$ cat src/rtl/counter_event_monitor.sv
// counter_event_monitor
// Passive observer of an up/down counter. Detects wrap-around in either
// direction and edge-triggered matches against a programmable value, stamps
// each event with a free-running timestamp, and queues it in a small
// show-ahead FIFO that a consumer drains over a valid/ready handshake.
//
// Handshake: evt_valid is high whenever the FIFO head holds an event; the head
// is consumed on a rising edge where evt_valid and evt_ready are both high.
// While evt_valid=1 and evt_ready=0 the head (evt_code/evt_stamp) is held
// stable. evt_ready is ignored while evt_valid=0.
module counter_event_monitor #(
  parameter int BIT_WIDTH = 4,
  parameter int STAMP_W   = 8,
  parameter int DEPTH     = 4
) (
  input  logic                 CLK,
  input  logic                 reset,
  input  logic [BIT_WIDTH-1:0] count,
  input  logic                 chnge,
  input  logic [BIT_WIDTH-1:0] cmp_value,
  input  logic                 cmp_en,
  output logic                 evt_valid,
  input  logic                 evt_ready,
  output logic [1:0]           evt_code,
  output logic [STAMP_W-1:0]   evt_stamp,
  output logic                 overflow,
  output logic [7:0]           drop_cnt
);

  localparam int AW      = (DEPTH > 1) ? $clog2(DEPTH) : 1;
  localparam int ENTRY_W = 2 + STAMP_W;

  localparam logic [BIT_WIDTH-1:0] CNT_MAX  = '1;
  localparam logic [BIT_WIDTH-1:0] CNT_ZERO = '0;

  localparam logic [1:0] CODE_WRAP_UP = 2'b01;
  localparam logic [1:0] CODE_WRAP_DN = 2'b10;
  localparam logic [1:0] CODE_MATCH   = 2'b11;

  logic [BIT_WIDTH-1:0] prev_count;
  logic                 prev_valid;
  logic [STAMP_W-1:0]   stamp;

  logic [ENTRY_W-1:0]   mem [DEPTH];
  logic [AW:0]          wr_ptr;
  logic [AW:0]          rd_ptr;

  logic                 wrap_up;
  logic                 wrap_dn;
  logic                 match;
  logic                 push_req;
  logic [1:0]           push_code;
  logic                 fifo_empty;
  logic                 fifo_full;
  logic                 do_pop;
  logic                 do_push;
  logic                 do_drop;

  // Event detection against the previous sample; wraps take priority over match
  always_comb begin
    wrap_up   = 1'b0;
    wrap_dn   = 1'b0;
    match     = 1'b0;
    push_req  = 1'b0;
    push_code = 2'b00;
    if (prev_valid) begin
      wrap_up = !chnge && (prev_count == CNT_MAX)  && (count == CNT_ZERO);
      wrap_dn =  chnge && (prev_count == CNT_ZERO) && (count == CNT_MAX);
      match   = cmp_en && (count == cmp_value) && (count != prev_count);
    end
    if (wrap_up) begin
      push_req  = 1'b1;
      push_code = CODE_WRAP_UP;
    end else if (wrap_dn) begin
      push_req  = 1'b1;
      push_code = CODE_WRAP_DN;
    end else if (match) begin
      push_req  = 1'b1;
      push_code = CODE_MATCH;
    end
  end

  // FIFO occupancy and the push/pop/drop decision for this cycle
  always_comb begin
    fifo_empty = (wr_ptr == rd_ptr);
    fifo_full  = (wr_ptr[AW] != rd_ptr[AW]) &&
                 (wr_ptr[AW-1:0] == rd_ptr[AW-1:0]);
    do_pop     = !fifo_empty && evt_ready;
    // A full FIFO still accepts a push when the head leaves in the same cycle
    do_push    = push_req && (!fifo_full || do_pop);
    do_drop    = push_req && fifo_full && !do_pop;
  end

  // Sampling of the counter and the free-running timestamp
  always_ff @(posedge CLK) begin
    if (reset) begin
      prev_count <= '0;
      prev_valid <= 1'b0;
      stamp      <= '0;
    end else begin
      prev_count <= count;
      prev_valid <= 1'b1;
      stamp      <= stamp + STAMP_W'(1);
    end
  end

  // FIFO storage and pointers; storage is cleared so the head reads zero after reset
  always_ff @(posedge CLK) begin
    if (reset) begin
      for (int i = 0; i < DEPTH; i++) begin
        mem[i] <= '0;
      end
      wr_ptr <= '0;
      rd_ptr <= '0;
    end else begin
      if (do_push) begin
        mem[wr_ptr[AW-1:0]] <= {push_code, stamp};
        wr_ptr              <= wr_ptr + (AW+1)'(1);
      end
      if (do_pop) begin
        rd_ptr <= rd_ptr + (AW+1)'(1);
      end
    end
  end

  // Sticky overflow flag and saturating drop counter
  always_ff @(posedge CLK) begin
    if (reset) begin
      overflow <= 1'b0;
      drop_cnt <= 8'd0;
    end else if (do_drop) begin
      overflow <= 1'b1;
      if (drop_cnt != 8'hFF) begin
        drop_cnt <= drop_cnt + 8'd1;
      end
    end
  end

  // Show-ahead head: outputs come straight from registered pointers and storage
  always_comb begin
    evt_valid = !fifo_empty;
    evt_code  = mem[rd_ptr[AW-1:0]][ENTRY_W-1:STAMP_W];
    evt_stamp = mem[rd_ptr[AW-1:0]][STAMP_W-1:0];
  end

endmodule
$ cat config.mk
export PLATFORM = sky130hd
export DESIGN_NAME = counter_event_monitor
export DESIGN_NICKNAME = d
export VERILOG_FILES = /design/src/rtl/counter_event_monitor.sv
export SDC_FILE = /design/constraint.sdc
export NUM_CORES = 1
export LEC_CHECK = 0
export ABC_AREA = 1
export BUFFER_PORTS_ARGS = -buffer_cell sky130_fd_sc_hd__buf_2
export CORE_ASPECT_RATIO = 0.9
export CORE_MARGIN = 5
export CORE_UTILIZATION = 60
export CTS_CLUSTER_DIAMETER = 50
export DETAILED_ROUTE_END_ITERATION = 10
export PLACE_DENSITY = 0.87
export REMOVE_ABC_BUFFERS = 1
export SKIP_LAST_GASP = 1
export SLEW_MARGIN = 10
export SYNTH_ARGS = -nofsm -noshare
export SYNTH_HDL_FRONTEND = slang
export SYNTH_SLANG_ARGS = --single-unit
$ cat constraint.sdc
create_clock -name CLK -period 4.1 [get_ports CLK]
set_input_delay 0.615 -clock CLK [delete_from_list [all_inputs] [get_ports CLK]]
set_output_delay 0.615 -clock CLK [all_outputs]
set_load 0.05 [all_outputs]
; ---- Word level (Yosys, flattened, before mapping)
; Memories as Yosys holds them, arrays and structs flattened. A register that Yosys moved wholly into a read port is not among the register bits.
; Cells that the tools add are included.
[op_classes]
addsub = 4
n_eq_ne = 8
n_mux = 20
n_reduce_logical = 20
[ops]
columns = op, count
row1 = 8-bit by 1-bit adder with 8-bit output (second input constant), 2
row2 = 1-bit 2-to-1 mux, 13
row3 = 2-bit 2-to-1 mux, 6
row4 = 1-bit logical AND, 11
row5 = 10-bit 2-to-1 mux, 1
row6 = 10-bit OR reduction, 1
row7 = 4-bit equality test (second input constant), 2
row8 = 4-bit logical NOT, 2
row9 = 8-bit inequality test (second input constant), 1
row10 = 3-bit by 1-bit adder with 3-bit output (second input constant), 2
row11 = 4-bit equality test, 1
row12 = 1-bit logical NOT, 4
row13 = 4-bit inequality test, 1
row14 = 3-bit equality test, 1
row15 = 2-bit equality test, 1
row16 = 2-bit AND reduction, 1
row17 = 1-bit logical OR, 1
row18 = 1-bit inequality test, 1
[totals]
ff_bits = 28
ramBits = 40
out_inout_bits = 20
word_cells = 60
n_memories = 1
[mem_list]
columns = memory, depth, width, read_ports, rd_ports_with_merged_regs, wr, line
row1 = mem, 4, 10, 1, 1, 4, 44  ; logic [ENTRY_W-1:0] mem [DEPTH];

; ---- Longest topological paths before layout
[logic_depth]
ltp_word = 13
depth_mapped = 13

; ---- Worst setup path before layout
; No wires, ideal clock.
[synth_path]
path_type = input-to-reg
from = input port count[0]
to = memory mem[0][0] in the netlist's numbering (enable)
arrival_ps = 2197
t_required_ps = 3709
slack_ps = 1512
path_stages = 9
path_cell_list = inv_2 nand2_1 nor3_2 nand2_2 nand3_4 nand2_4 nor2_8 nand2_2 o21ai_0
[synth_lines]
columns = element, line
row1 = start: declaration, 18  ; input logic [BIT_WIDTH-1:0] count,
row2 = end: declaration, 44

==> impl_metrics.csv <==
group,metric,value,unit
status,status,"complete, no violations",
route,viasPerCell,5.417,
clocking,clkTransAtPathRegs,0.07,ns
timing,slew_headroom,0.5350,
route,firstDrtPassIters,5,
layout,fin_nets,425,
layout,stdcell_count,482,
global_routing,antenna_found_initial,0,
floorplan,die_area,7358,sq um
worst_setup_path,crit_path_max_incr_delay,0.77,ns
worst_setup_path,crit_slowest_cell,"dfxtp_1",
layout,fin_area,3841,sq um
worst_setup_path,cp_data_required_time,4.21,ns
floorplan,rows,26,
power,power,1.581,mW
clocking,clkLatencyLatePin,0.35,ns
layout,syn_to_final_growth,11.51,%
yosys,ys_ff_latch,70,
timing,maxSlewViolCount,0,
clocking,clk_path_buf_depth,2,
placement,post_dp_cell_area,3654,sq um
route,drt_iter0_drc,245,
timing,max_freq,0.3649,GHz
floorplan,die_width,89.87,um
hold_path,hold_path_class,"reg2reg",
placement,place_inst,467,
layout,final_cell_mix,"nor2_1, nand2_1, edfxtp_1, inv_1, buf_2",
yosys,synth_cell_types,36,
timing,setup_viol,0,
yosys,ys_warn_count,0,
placement,io_buffers,32,
global_routing,grt_usage,0.2102,
route,vias,2611,
floorplan,initial_core_util,0.6120,
worst_setup_path,path_class,"reg2reg",
global_routing,gr-total-overflow,0,
layout,drive_gt1_frac,0.2427,
worst_setup_path,cp_max_fo,22,
floorplan,pin_count,33,
layout,n_antenna_cell,0,
worst_setup_path,path_cells,"xor2_1 -> nand2b_1 -> nor3_4 -> inv_2 -> nand2_4 -> nor2_8 -> nand2_2 -> o21ai_0 -> buf_4",
floorplan,fp.dieH,81.88,um
clocking,cts_max_level,3,
power,ir_drop,0.2807,mV
timing,min_period,2.741,ns
timing,hold_viol_final,0,
yosys,syn_area,3445,sq um
yosys,ys_seq_area_frac,0.5231,
route,drcViolationCount,0,
route,ant_nets,0,
timing,tns,0,ns
timing,fin_skew,0.01056,ns
clocking,cts_tree,"built",
clocking,post_cts_buffers,0,
clocking,hold_buffers,0,
yosys,synthCells,374,
global_routing,first_global_vias,2443,
route,wl_per_cell,14.85,um
yosys,synth.avg_cell_area,9.210,sq um
clocking,cts_resized,0,
power,p_per_area,411.7,nW/um^2
timing,max_slew.worst_pin.slew,0.6967,ns
clocking,cts.sinks,70,
placement,finalWeightedCongestion,0.8163,
clocking,cts_buffers,9,
worst_setup_path,start_kind,"register",
power,power_leakage,1.476,nW
timing,rsz0062_at_grt,"false",
global_routing,grt_pass1_wl,12020,um
floorplan,core_region_area,5628,sq um
global_routing,grt_max_degree,23,
clocking,cts-root-buf,"clkbuf_8",
worst_setup_path,endpoint_kind,"register",
timing,post-route-period-util,0.6684,
layout,layout_commonest_cell,"nor2_1",
worst_setup_path,worstPathArrival,2.85,ns
job,drv_cap,0,
placement,hpwl,4991,um
route,routed_wl,7157,um
-- through the flow --
stage / utilization / worst slack, ns / hold slack, ns
floorplan: - / 1.197 / 0.4154
global placement: 0.6492 / 1.464 / 0.4297
detailed placement: 0.6492 / 1.395 / 0.4433
CTS: 0.6825 / 1.373 / 0.4591
global route: 0.6825 / 1.113 / 0.4826
finish: 0.6825 / 1.359 / 0.4564
-- routing by layer --
metal,up-vias,GRT usage,share of wire
met4,0,0.05804,0.012
li1,1321,-,-
met5,-,0,0
met2,73,0.3640,0.50
met1,1211,0.2557,0.43
met3,6,0.06777,0.057
-- critical path, delay by kind of cell, from the launching register on --
kind | cells | cell delay, ns
xor+xnor | 1 | 0.15
buf+inv | 2 | 0.31
flops | 1 | 0.77
simple gates | 5 | 1.10
compound gates | 1 | 0.15
-- synth_stat cells --
master | instances | area share
nor2_1 | 63 | 0.069
nand2_1 | 49 | 0.053
edfxtp_1 | 40 | 0.35
inv_1 | 39 | 0.042
nor3_2 | 31 | 0.090
dfxtp_1 | 30 | 0.17
o21ai_0 | 30 | 0.044
clkbuf_1 | 10 | 0.011
o22ai_1 | 10 | 0.018
nand3_1 | 9 | 0.013
a21oi_1 | 7 | 0.010
inv_2 | 7 | 0.0076
nand4_1 | 6 | 0.011
nor3_1 | 5 | 0.0073
ha_1 | 4 | 0.015
xor2_1 | 4 | 0.010
buf_6 | 3 | 0.0098
nand2_2 | 3 | 0.0054
o21bai_1 | 3 | 0.0065
nor2_2 | 2 | 0.0036
nor4_1 | 2 | 0.0036
o21ai_1 | 2 | 0.0029
xnor2_1 | 2 | 0.0051
a31oi_1 | 1 | 0.0018
and2_1 | 1 | 0.0018
buf_2 | 1 | 0.0015
nand2_4 | 1 | 0.0033
nand2b_1 | 1 | 0.0018
nand3_2 | 1 | 0.0029
nand3_4 | 1 | 0.0051
nand3b_1 | 1 | 0.0022
nor2_8 | 1 | 0.0058
nor3_4 | 1 | 0.0047
nor3b_2 | 1 | 0.0036
o21a_1 | 1 | 0.0022
o31ai_1 | 1 | 0.0022
-- logic make-up (layout without fill, tap and decap cells) --
logic type	count (synthesis)	in the layout	synth area share
adder cells (fa/ha/maj)	4	4	0.01453
buffers and inverters	60	98	0.07229
AND/OR/NAND/NOR	179	179	0.2873
AO/OA/AOI/OAI	55	55	0.08754
XOR/XNOR	6	6	0.01526
flip-flops	70	70	0.5231
-- where the power goes --
group          internal, mW  total [mW]  leakage (nW)  switching [mW]
clock network         0.275       0.531        0.0810           0.257
logic                0.0653       0.267         0.737           0.202
registers             0.765       0.783         0.658          0.0176
total                  1.11        1.58          1.48           0.476
-- final cells by class --
class	count	area, sq um
clock buffer	9	123.9
clock inverter	6	63.81
fill	471	1787
inverter	46	172.7
multi-input combinational	244	1394
sequential	70	1802
tap	70	87.58
timing repair buffer	37	197.7
-- worst paths after layout --
check	end	cells after the start	from	slack [ns]
worst min register to register	stamp[0]	1	stamp[0]	0.46
worst min-delay path	stamp[0]	1	stamp[0]	0.46
worst max register to register	mem[1][2]	9	wr_ptr[0]	1.36
worst max-delay path	mem[1][2]	9	wr_ptr[0]	1.36
-- state kept, by name, indices dropped and copies added, names as in the netlist, named ones only --
name        cells
rd_ptr          3
prev_valid      1
wr_ptr          3
overflow        1
drop_cnt        8
prev_count      4
mem            40
stamp           8
No activity file was read; power rests on OpenSTA's default activity.
